--- config.mk ---
export PLATFORM = sky130hd
export DESIGN_NAME = serial_work_transmit_flat
export DESIGN_NICKNAME = d
export VERILOG_FILES = /design/src/rtl/serial_work_transmit_pkg.sv /design/src/rtl/serial_work_transmit_if.sv /design/src/rtl/serial_work_transmit_uart_tx_byte.sv /design/src/rtl/serial_work_transmit.sv /design/src/flat_wrapper.sv
export SDC_FILE = /design/constraint.sdc
export NUM_CORES = 1
export LEC_CHECK = 0
export ABC_AREA = 1
export CAP_MARGIN = 20
export CELL_PAD_IN_SITES_DETAIL_PLACEMENT = 1
export CELL_PAD_IN_SITES_GLOBAL_PLACEMENT = 1
export CORE_MARGIN = 1.5
export CORE_UTILIZATION = 25
export DETAILED_ROUTE_END_ITERATION = 8
export PLACE_DENSITY_LB_ADDON = 0.1
export SLEW_MARGIN = 0
export SYNTH_ARGS = -nofsm -noshare
export SYNTH_HDL_FRONTEND = slang
export SYNTH_SLANG_ARGS = --single-unit
--- constraint.sdc ---
create_clock -name clk -period 40.1 [get_ports clk]
set_input_delay 8.02 -clock clk [delete_from_list [all_inputs] [get_ports clk]]
set_output_delay 8.02 -clock clk [all_outputs]
set_load 0.02 [all_outputs]
--- src/rtl/serial_work_transmit_pkg.sv ---
// Shared constants, FSM encoding and divider macro for the work-download UART link.
// The divider macro is also used by the receive side so both ends agree on bit length.
`ifndef SERIAL_WORK_DIV_MACRO
`define SERIAL_WORK_DIV_MACRO
`define SWT_CALC_DIV(clk_freq, baud) ((clk_freq) / (baud))
`endif

package serial_work_transmit_pkg;

    localparam int WORK_W    = 512;
    localparam int NUM_BYTES = 64;

    typedef enum logic [1:0] {
        ST_IDLE  = 2'd0,
        ST_SEND  = 2'd1,
        ST_WAIT  = 2'd2,
        ST_CHECK = 2'd3
    } state_t;

endpackage

--- src/rtl/serial_work_transmit_if.sv ---
// Work-unit request bundle: the producer presents midstate/data2 with send and watches busy.
interface serial_work_transmit_if;

    logic         send;
    logic [255:0] midstate;
    logic [255:0] data2;
    logic         busy;

    modport master (output send, output midstate, output data2, input busy);
    modport slave  (input send, input midstate, input data2, output busy);

endinterface

--- src/rtl/serial_work_transmit_uart_tx_byte.sv ---
// 8N1 byte serializer: each bit lasts DIV clocks, done pulses on the last stop-bit clock
// so a start issued in that cycle continues the line with no idle gap.
module uart_tx_byte #(
    parameter int DIV = 2
) (
    input  logic       clk,
    input  logic       rst,
    input  logic       start,
    input  logic [7:0] data,
    output logic       txd,
    output logic       busy,
    output logic       done
);

    localparam int DW = (DIV > 1) ? $clog2(DIV) : 1;

    // shift_reg[0] is the bit currently on the line; ones fill from the top so idle stays high
    logic [9:0]    shift_reg;
    logic [3:0]    bit_cnt_reg;
    logic [DW-1:0] div_cnt_reg;
    logic          active_reg;
    logic          bit_end;

    assign bit_end = (div_cnt_reg == DW'(DIV - 1));
    assign done    = active_reg && bit_end && (bit_cnt_reg == 4'd9);
    assign busy    = active_reg;
    assign txd     = shift_reg[0];

    always_ff @(posedge clk or posedge rst) begin
        if (rst) begin
            shift_reg   <= '1;
            bit_cnt_reg <= '0;
            div_cnt_reg <= '0;
            active_reg  <= 1'b0;
        end else if (start) begin
            shift_reg   <= {1'b1, data, 1'b0};
            bit_cnt_reg <= '0;
            div_cnt_reg <= '0;
            active_reg  <= 1'b1;
        end else if (active_reg) begin
            if (bit_end) begin
                div_cnt_reg <= '0;
                if (bit_cnt_reg == 4'd9) begin
                    active_reg <= 1'b0;
                end else begin
                    bit_cnt_reg <= bit_cnt_reg + 4'd1;
                    shift_reg   <= {1'b1, shift_reg[9:1]};
                end
            end else begin
                div_cnt_reg <= div_cnt_reg + DW'(1);
            end
        end
    end

endmodule

--- src/rtl/serial_work_transmit.sv ---
// Sends a 512-bit work unit {midstate, data2} as 64 back-to-back UART bytes, MSB byte first.
// Define SERIAL_WORK_CHECKSUM_EN to append a 65th byte holding the XOR of all work bytes.
import serial_work_transmit_pkg::*;

module serial_work_transmit #(
    parameter int CLK_FREQ = 50000000,
    parameter int BAUD     = 115200
) (
    input  logic                         clk,
    input  logic                         reset,
    serial_work_transmit_if.slave        work,
    output logic                         TxD
);

    localparam int DIV = `SWT_CALC_DIV(CLK_FREQ, BAUD);

    generate
        if (DIV < 2) begin : g_div_check
            $error("serial_work_transmit: CLK_FREQ/BAUD must be at least 2");
        end
    endgenerate

`ifdef SERIAL_WORK_CHECKSUM_EN
    localparam int IDX_W = 7;
`else
    localparam int IDX_W = 6;
`endif
    localparam logic [IDX_W-1:0] LAST_IDX = IDX_W'(NUM_BYTES - 1);

    state_t             state_reg, state_next;
    logic [WORK_W-1:0]  work_reg, work_next;
    logic [IDX_W-1:0]   idx_reg, idx_next;
    logic               start;
    logic [7:0]         start_data;
    logic               tx_busy;
    logic               tx_done;
`ifdef SERIAL_WORK_CHECKSUM_EN
    logic [7:0]         csum_reg, csum_next;
`endif

    assign work.busy = (state_reg != ST_IDLE);

    uart_tx_byte #(.DIV(DIV)) u_tx (
        .clk   (clk),
        .rst   (reset),
        .start (start),
        .data  (start_data),
        .txd   (TxD),
        .busy  (tx_busy),
        .done  (tx_done)
    );

    always_ff @(posedge clk or posedge reset) begin
        if (reset) begin
            state_reg <= ST_IDLE;
            work_reg  <= '0;
            idx_reg   <= '0;
`ifdef SERIAL_WORK_CHECKSUM_EN
            csum_reg  <= '0;
`endif
        end else begin
            state_reg <= state_next;
            work_reg  <= work_next;
            idx_reg   <= idx_next;
`ifdef SERIAL_WORK_CHECKSUM_EN
            csum_reg  <= csum_next;
`endif
        end
    end

    // The byte start is issued on the transition into SEND (and into CHECK), so the
    // serializer begins in the same edge as acceptance and consecutive bytes abut.
    // The work copy shifts left one byte per start; its top byte is always the next to go.
    always_comb begin
        state_next = state_reg;
        work_next  = work_reg;
        idx_next   = idx_reg;
        start      = 1'b0;
        start_data = work_reg[WORK_W-1 -: 8];
`ifdef SERIAL_WORK_CHECKSUM_EN
        csum_next  = csum_reg;
`endif
        case (state_reg)
            ST_IDLE: begin
                if (work.send) begin
                    start      = 1'b1;
                    start_data = work.midstate[255:248];
                    work_next  = {work.midstate[247:0], work.data2, 8'h00};
                    idx_next   = '0;
`ifdef SERIAL_WORK_CHECKSUM_EN
                    csum_next  = work.midstate[255:248];
`endif
                    state_next = ST_SEND;
                end
            end
            ST_SEND: begin
                if (tx_busy) state_next = ST_WAIT;
            end
            ST_WAIT: begin
                if (tx_done) begin
                    if (idx_reg == LAST_IDX) begin
`ifdef SERIAL_WORK_CHECKSUM_EN
                        start      = 1'b1;
                        start_data = csum_reg;
                        idx_next   = idx_reg + IDX_W'(1);
                        state_next = ST_CHECK;
`else
                        state_next = ST_IDLE;
`endif
                    end else begin
                        start      = 1'b1;
                        start_data = work_reg[WORK_W-1 -: 8];
                        work_next  = {work_reg[WORK_W-9:0], 8'h00};
                        idx_next   = idx_reg + IDX_W'(1);
`ifdef SERIAL_WORK_CHECKSUM_EN
                        csum_next  = csum_reg ^ work_reg[WORK_W-1 -: 8];
`endif
                        state_next = ST_SEND;
                    end
                end
            end
`ifdef SERIAL_WORK_CHECKSUM_EN
            ST_CHECK: begin
                if (tx_done) state_next = ST_IDLE;
            end
`endif
            default: state_next = ST_IDLE;
        endcase
    end

endmodule
--- src/flat_wrapper.sv ---
// flat-port wrapper written by rule: the top's interface ports become plain ports
module serial_work_transmit_flat 
#(
    parameter int CLK_FREQ = 50000000,
    parameter int BAUD     = 115200
)
  (clk, reset, TxD, work_send, work_midstate, work_data2, work_busy);
  serial_work_transmit_if work_i ();
  input  logic clk;
  input  logic reset;
  output logic TxD;
  input wire logic [$bits(work_i.send)-1:0] work_send;
  input wire logic [$bits(work_i.midstate)-1:0] work_midstate;
  input wire logic [$bits(work_i.data2)-1:0] work_data2;
  output wire logic [$bits(work_i.busy)-1:0] work_busy;
  assign work_i.send = work_send;
  assign work_i.midstate = work_midstate;
  assign work_i.data2 = work_data2;
  assign work_busy = work_i.busy;
  serial_work_transmit #(.CLK_FREQ(CLK_FREQ), .BAUD(BAUD)) u_core (.clk(clk), .reset(reset), .work(work_i), .TxD(TxD));
endmodule
; Yosys cells after proc, flatten, opt, wreduce, memory -nomap -nowiden
; Index checks and enable logic that the tools add are counted.
[totals]
mem_bits_rw = 0
output_inout_bits = 2
latchBits = 0
n_memories = 0
register_bits = 544
rom_bits = 0
wordCells = 64
[classes]
order_cmp = 0
eq_ne = 10
n_mul = 0
div = 0
bitwise_logic = 0
n_reduce_logical = 10
shift = 0
add_sub_neg = 3
muxes = 34
[ops]
columns = cell, count
row1 = two-way mux 512 bit, 3
row2 = case mux 512 bit (2 select lines), 1
row3 = two-way mux 10 bit, 4
row4 = two-way mux 9 bit, 3
row5 = two-way mux 6 bit, 3
row6 = two-way mux 4 bit, 4
row7 = two-way mux 8 bit, 2
row8 = case mux 6 bit (2 select lines), 1
row9 = "adder 9 x 1 -> 9 bit, second input constant", 1
row10 = "== test 9 bit, second input constant", 1
row11 = two-way mux 1 bit, 8
row12 = nonzero test 2 bit, 4
row13 = "adder 6 x 1 -> 6 bit, second input constant", 1
row14 = "== test 6 bit, second input constant", 1
row15 = two-way mux 2 bit, 3
row16 = "!= test 2 bit, second input constant", 3
row17 = case mux 2 bit (3 select lines), 1
row18 = AND reduction 3 bit, 2
row19 = "adder 4 x 1 -> 4 bit, second input constant", 1
row20 = "== test 4 bit, second input constant", 1
row21 = "!= test 2 x 1 -> 1 bit, second input constant", 2
row22 = AND reduction 4 bit, 1
row23 = "== test 2 x 1 -> 1 bit, second input constant", 1
row24 = "== test 2 bit, second input constant", 1
row25 = 3 further kinds, 4

; Depth between registers and ports, before layout
[depth]
depth_word = 7
mapped_depth = 11
mapped_depth_nobuf = 11

; Modules after synthesis
; From an unflattened synthesis, not the netlist that was laid out.
[unflattened]
hier_cells = 3489
hier_area_um2 = 26464.1
[modules_own_cells]
columns = module, cells_each, instances, area_per_inst_um2, seq_area_each_um2
row1 = serial_work_transmit, 3300, 1, 25052.8, 12812.3
row2 = uart_tx_byte, 189, 1, 1411.4, 586.8

; Least setup slack after synthesis
; OpenSTA, ideal clock, no wires.
[synth_timing]
path_kind = input-to-reg
start = input port work_send
end = register u_core.work_reg[17]
path_stages = 8
setup_ns = 0.065
arrival_time_ns = 8.971
setup_slack_ns = 31.064
n_path_buf = 3
path_cell_list = inv_1 nor2_4 o21bai_2 buf_6 buf_6 buf_2 nand2_1 nand2_1
[synth_via]
elab_chain_len = 2
[synth_rtl]
columns = item, line
row1 = start: declaration, flat_wrapper.sv:12  ; input wire logic [$bits(work_i.send)-1:0] work_send;
row2 = != test 2 bit (no source line), n/a
row3 = AND reduction 4 bit (no source line), n/a
row4 = end signal: assignment, serial_work_transmit.sv:63  ; work_reg <= work_next;
row5 = end: declaration, serial_work_transmit.sv:31  ; logic [WORK_W-1:0] work_reg, work_next;
; Every way passes these cells.
; A chain may end at the register's enable or synchronous reset.

; Worst setup path in the final report
[layout_timing]
start = input port work_send
end = register u_core.work_reg[74]
; The elaborated chain is that of the path after synthesis.

==> impl_metrics.yaml <==
run_status:
  status: "completed"
timing:
  final-max-slew-violation-count: 0
  fmax_mhz: 89.8
  worst_pin_slew_ns: 1.37
  finalHoldViolations: 0
  min_period_ns: 11.13
  fin_skew_ns: 0.0194
  period_share_pct: 27.8
  rsz0062_at_grt: "false"
  finalSetupViolations: 0
  slew_headroom_pct: 8.39
  tns_ns: 0
worst_setup_path:
  path_common_cell: "nand2_1"
  crit_chain: "clkdlybuf4s50_1, inv_1, nor2_4, o21bai_4, buf_12, buf_4, nand2_1, nand2_1"
  startpoint_type: "input pin"
  r2r_cells: 7
  cp_slowest_cell: "buf_4"
  slowest_delay_ns: 0.89
  critPathArrivalTime_ns: 11.69
  worstPathRequired_ns: 40.66
  critPathMaxFanout: 212
  critPathKind: "input pin to flop"
  crit_path_end_kind: "flop"
cells_and_area:
  nNetsFinal: 4919
  final_area_mm2: 0.0354
  fill_cells: 13400
  drive_above_1_share_pct: 3.57
  largest_reg_flops: 504
  utilization_pct: 33.1
  area_growth_pct: 31.2
floorplanning:
  ioPinCount: 517
  die_h_um: 332
  rows: 120
  core_area_mm2: 0.107
  die_area_mm2: 0.110
  start_util_pct: 25.2
  chipWidth_um: 332
logic_synthesis:
  synth_commonest_cells: "nand2_1 (3092), dfrtp_1 (526), buf_2 (95)"
  yosys.area.top_type_share_pct: 48.7
  synth_fp_nets: 4535
  yosysSeqAreaShare_pct: 49.6
  synth_edf_count: 0
  ys_types: 26
  ys_async_sr_fraction_pct: 100
  syn_inst: 4015
  syn_avg_cell_area_um2: 6.73
  synth_top_area_cell: "dfrtp_1"
  syn_area_mm2: 0.0270
  yosys-top-cells-area: "dfrtp_1 (49%), nand2_1 (43%), buf_2 (1.8%), buf_4 (1.3%), clkbuf_1 (1.1%)"
  ys.warnings.count: 0
  ys_seq_elements: 535
  synthMostInstantiatedCell: "nand2_1"
  ys_dominant_reg_cell: "dfrtp_1"
power_and_ir_drop:
  peakVddDrop_uv: 21.4
  p_leak_nw: 17.2
  power_w: 0.00127
  power.density_mw_per_mm2: 35.8
drt:
  drt-wirelength-per-cell_um: 16.5
  drt.antenna.violating_nets: 0
  routed_wl_mm: 96.9
  drt-pass1-iter-count: 5
  vias_per_cell: 4.29
  num_vias: 25200
  drtIter0Drc: 1299
  drc_errors: 0
global_routing:
  grt_usage_pct: 17.5
  grt_max_degree: 216
  grt_pass1_wl_mm: 153
  overflow: 0
  grt_pass1_vias: 26200
  antenna_found_initial: 26
clock_tree:
  htreeDepth: 3
  cts_root_buffer: "clkbuf_16"
  cts_sinks: 535
  cts_tree: "done"
  numCtsBuffers: 71
  postCtsSetupRepairBufs: 0
  clk_pin_slew_ns: 0.06
  cts_resized: 0
  clk_latency_ns: 0.62
  holdBufCountCts: 0
  clockBufferDepth: 3
placed_design:
  io_buffers: 516
  dp_hpwl_mm: 61.4
  placedInstanceArea_mm2: 0.0330
  place_congestion: 0.758
job:
  maxCapViolCount: 0
hold_path:
  hold_path_depth: 2
  min_path_type: "flop to flop"
## per-layer routing
metal	global-route usage [%]	routed length, um	up-vias
met3	3.86	4110	135
li1	-	-	12700
met1	23.3	44800	11900
met5	0	225	-
met4	4.13	1800	36
met2	28.8	46000	385
## power breakdown
group	total [W]	switching, W	internal [W]
combinational	0.0000692	0.0000244	0.0000448
sequential	0.000541	0.000000236	0.000541
clock	0.000658	0.000259	0.000399
total	0.00127	0.000283	0.000985
## path summary, 6_finish.rpt
kind	startpoint	end	slack, ns
max	work_send	u_core.work_reg[74]$_DFFE_PP0P_	28.97
min	u_core.work_reg[496]$_DFFE_PP0P_	u_core.work_reg[496]$_DFFE_PP0P_	0.47
max reg2reg	u_core.state_reg[0]$_DFFE_PP0P_	u_core.work_reg[74]$_DFFE_PP0P_	36.20
min reg2reg	u_core.work_reg[496]$_DFFE_PP0P_	u_core.work_reg[496]$_DFFE_PP0P_	0.47
max in group asynchronous	reset	u_core.work_reg[86]$_DFFE_PP0P_	29.77
min in group asynchronous	reset	u_core.work_reg[297]$_DFFE_PP0P_	7.96
## cell type report
class,count,area (um^2),area share (%)
antenna,6,15.0,0.0424
clock buffer,111,2180,6.15
clock inverter,17,210,0.593
inverter,49,199,0.561
multi-input combinational,3201,12200,34.6
sequential,535,13400,37.8
tap,1403,1760,4.95
timing repair buffer,541,5440,15.3
## cells in the final DEF (no fill, tap or decap), types with 2 or more instances in the layout
cell / count
nand2_1: 3092
dfrtp_1: 526
clkdlybuf4s50_1: 516
clkbuf_16: 74
inv_1: 43
nor2_1: 31
clkbuf_8: 19
buf_4: 19
nand4_1: 18
clkbuf_1: 18
o21ai_0: 17
nand3_1: 12
dfstp_2: 9
clkinv_2: 8
diode_2: 6
xor2_1: 6
ha_1: 5
buf_12: 5
inv_2: 4
a21oi_1: 4
bufinv_16: 4
nor2_4: 3
or2_2: 3
inv_6: 3
o21ai_1: 2
nor2_2: 2
inv_8: 2
xnor2_1: 2
## worst max-delay path: cells and delay by family
family | cells | cell delay (ns)
AND/OR/NAND/NOR | 3 | 0.76
AO/OA/AOI/OAI | 1 | 0.31
buffers and inverters | 4 | 2.03
## cell families (layout without fill, tap and decap cells)
group / Yosys count / after routing / synth area share (%)
xor gates and xnor gates: 8 / 8 / 0.259
adders and majority gates: 5 / 5 / 0.232
AOI/OAI and AO/OA: 26 / 26 / 0.524
buffers and inverters: 279 / 718 / 5.08
other: 0 / 6 / 0
and+or+nand+nor: 3162 / 3162 / 44.3
DFF: 535 / 535 / 49.6
## stage by stage
step | worst slack [ns] | instances | hold WS [ns]
2_1_floorplan | 17.14 | 4015 | 0.442
3_3_place_gp | 28.34 | 5728 | 0.454
3_5_place_dp | 28.30 | 5728 | 0.458
4_1_cts | 28.98 | 5856 | 0.472
5_1_grt | 28.71 | 5862 | 0.485
6_report | 28.97 | 5863 | 0.466
Power figures use the tool's default switching activity.
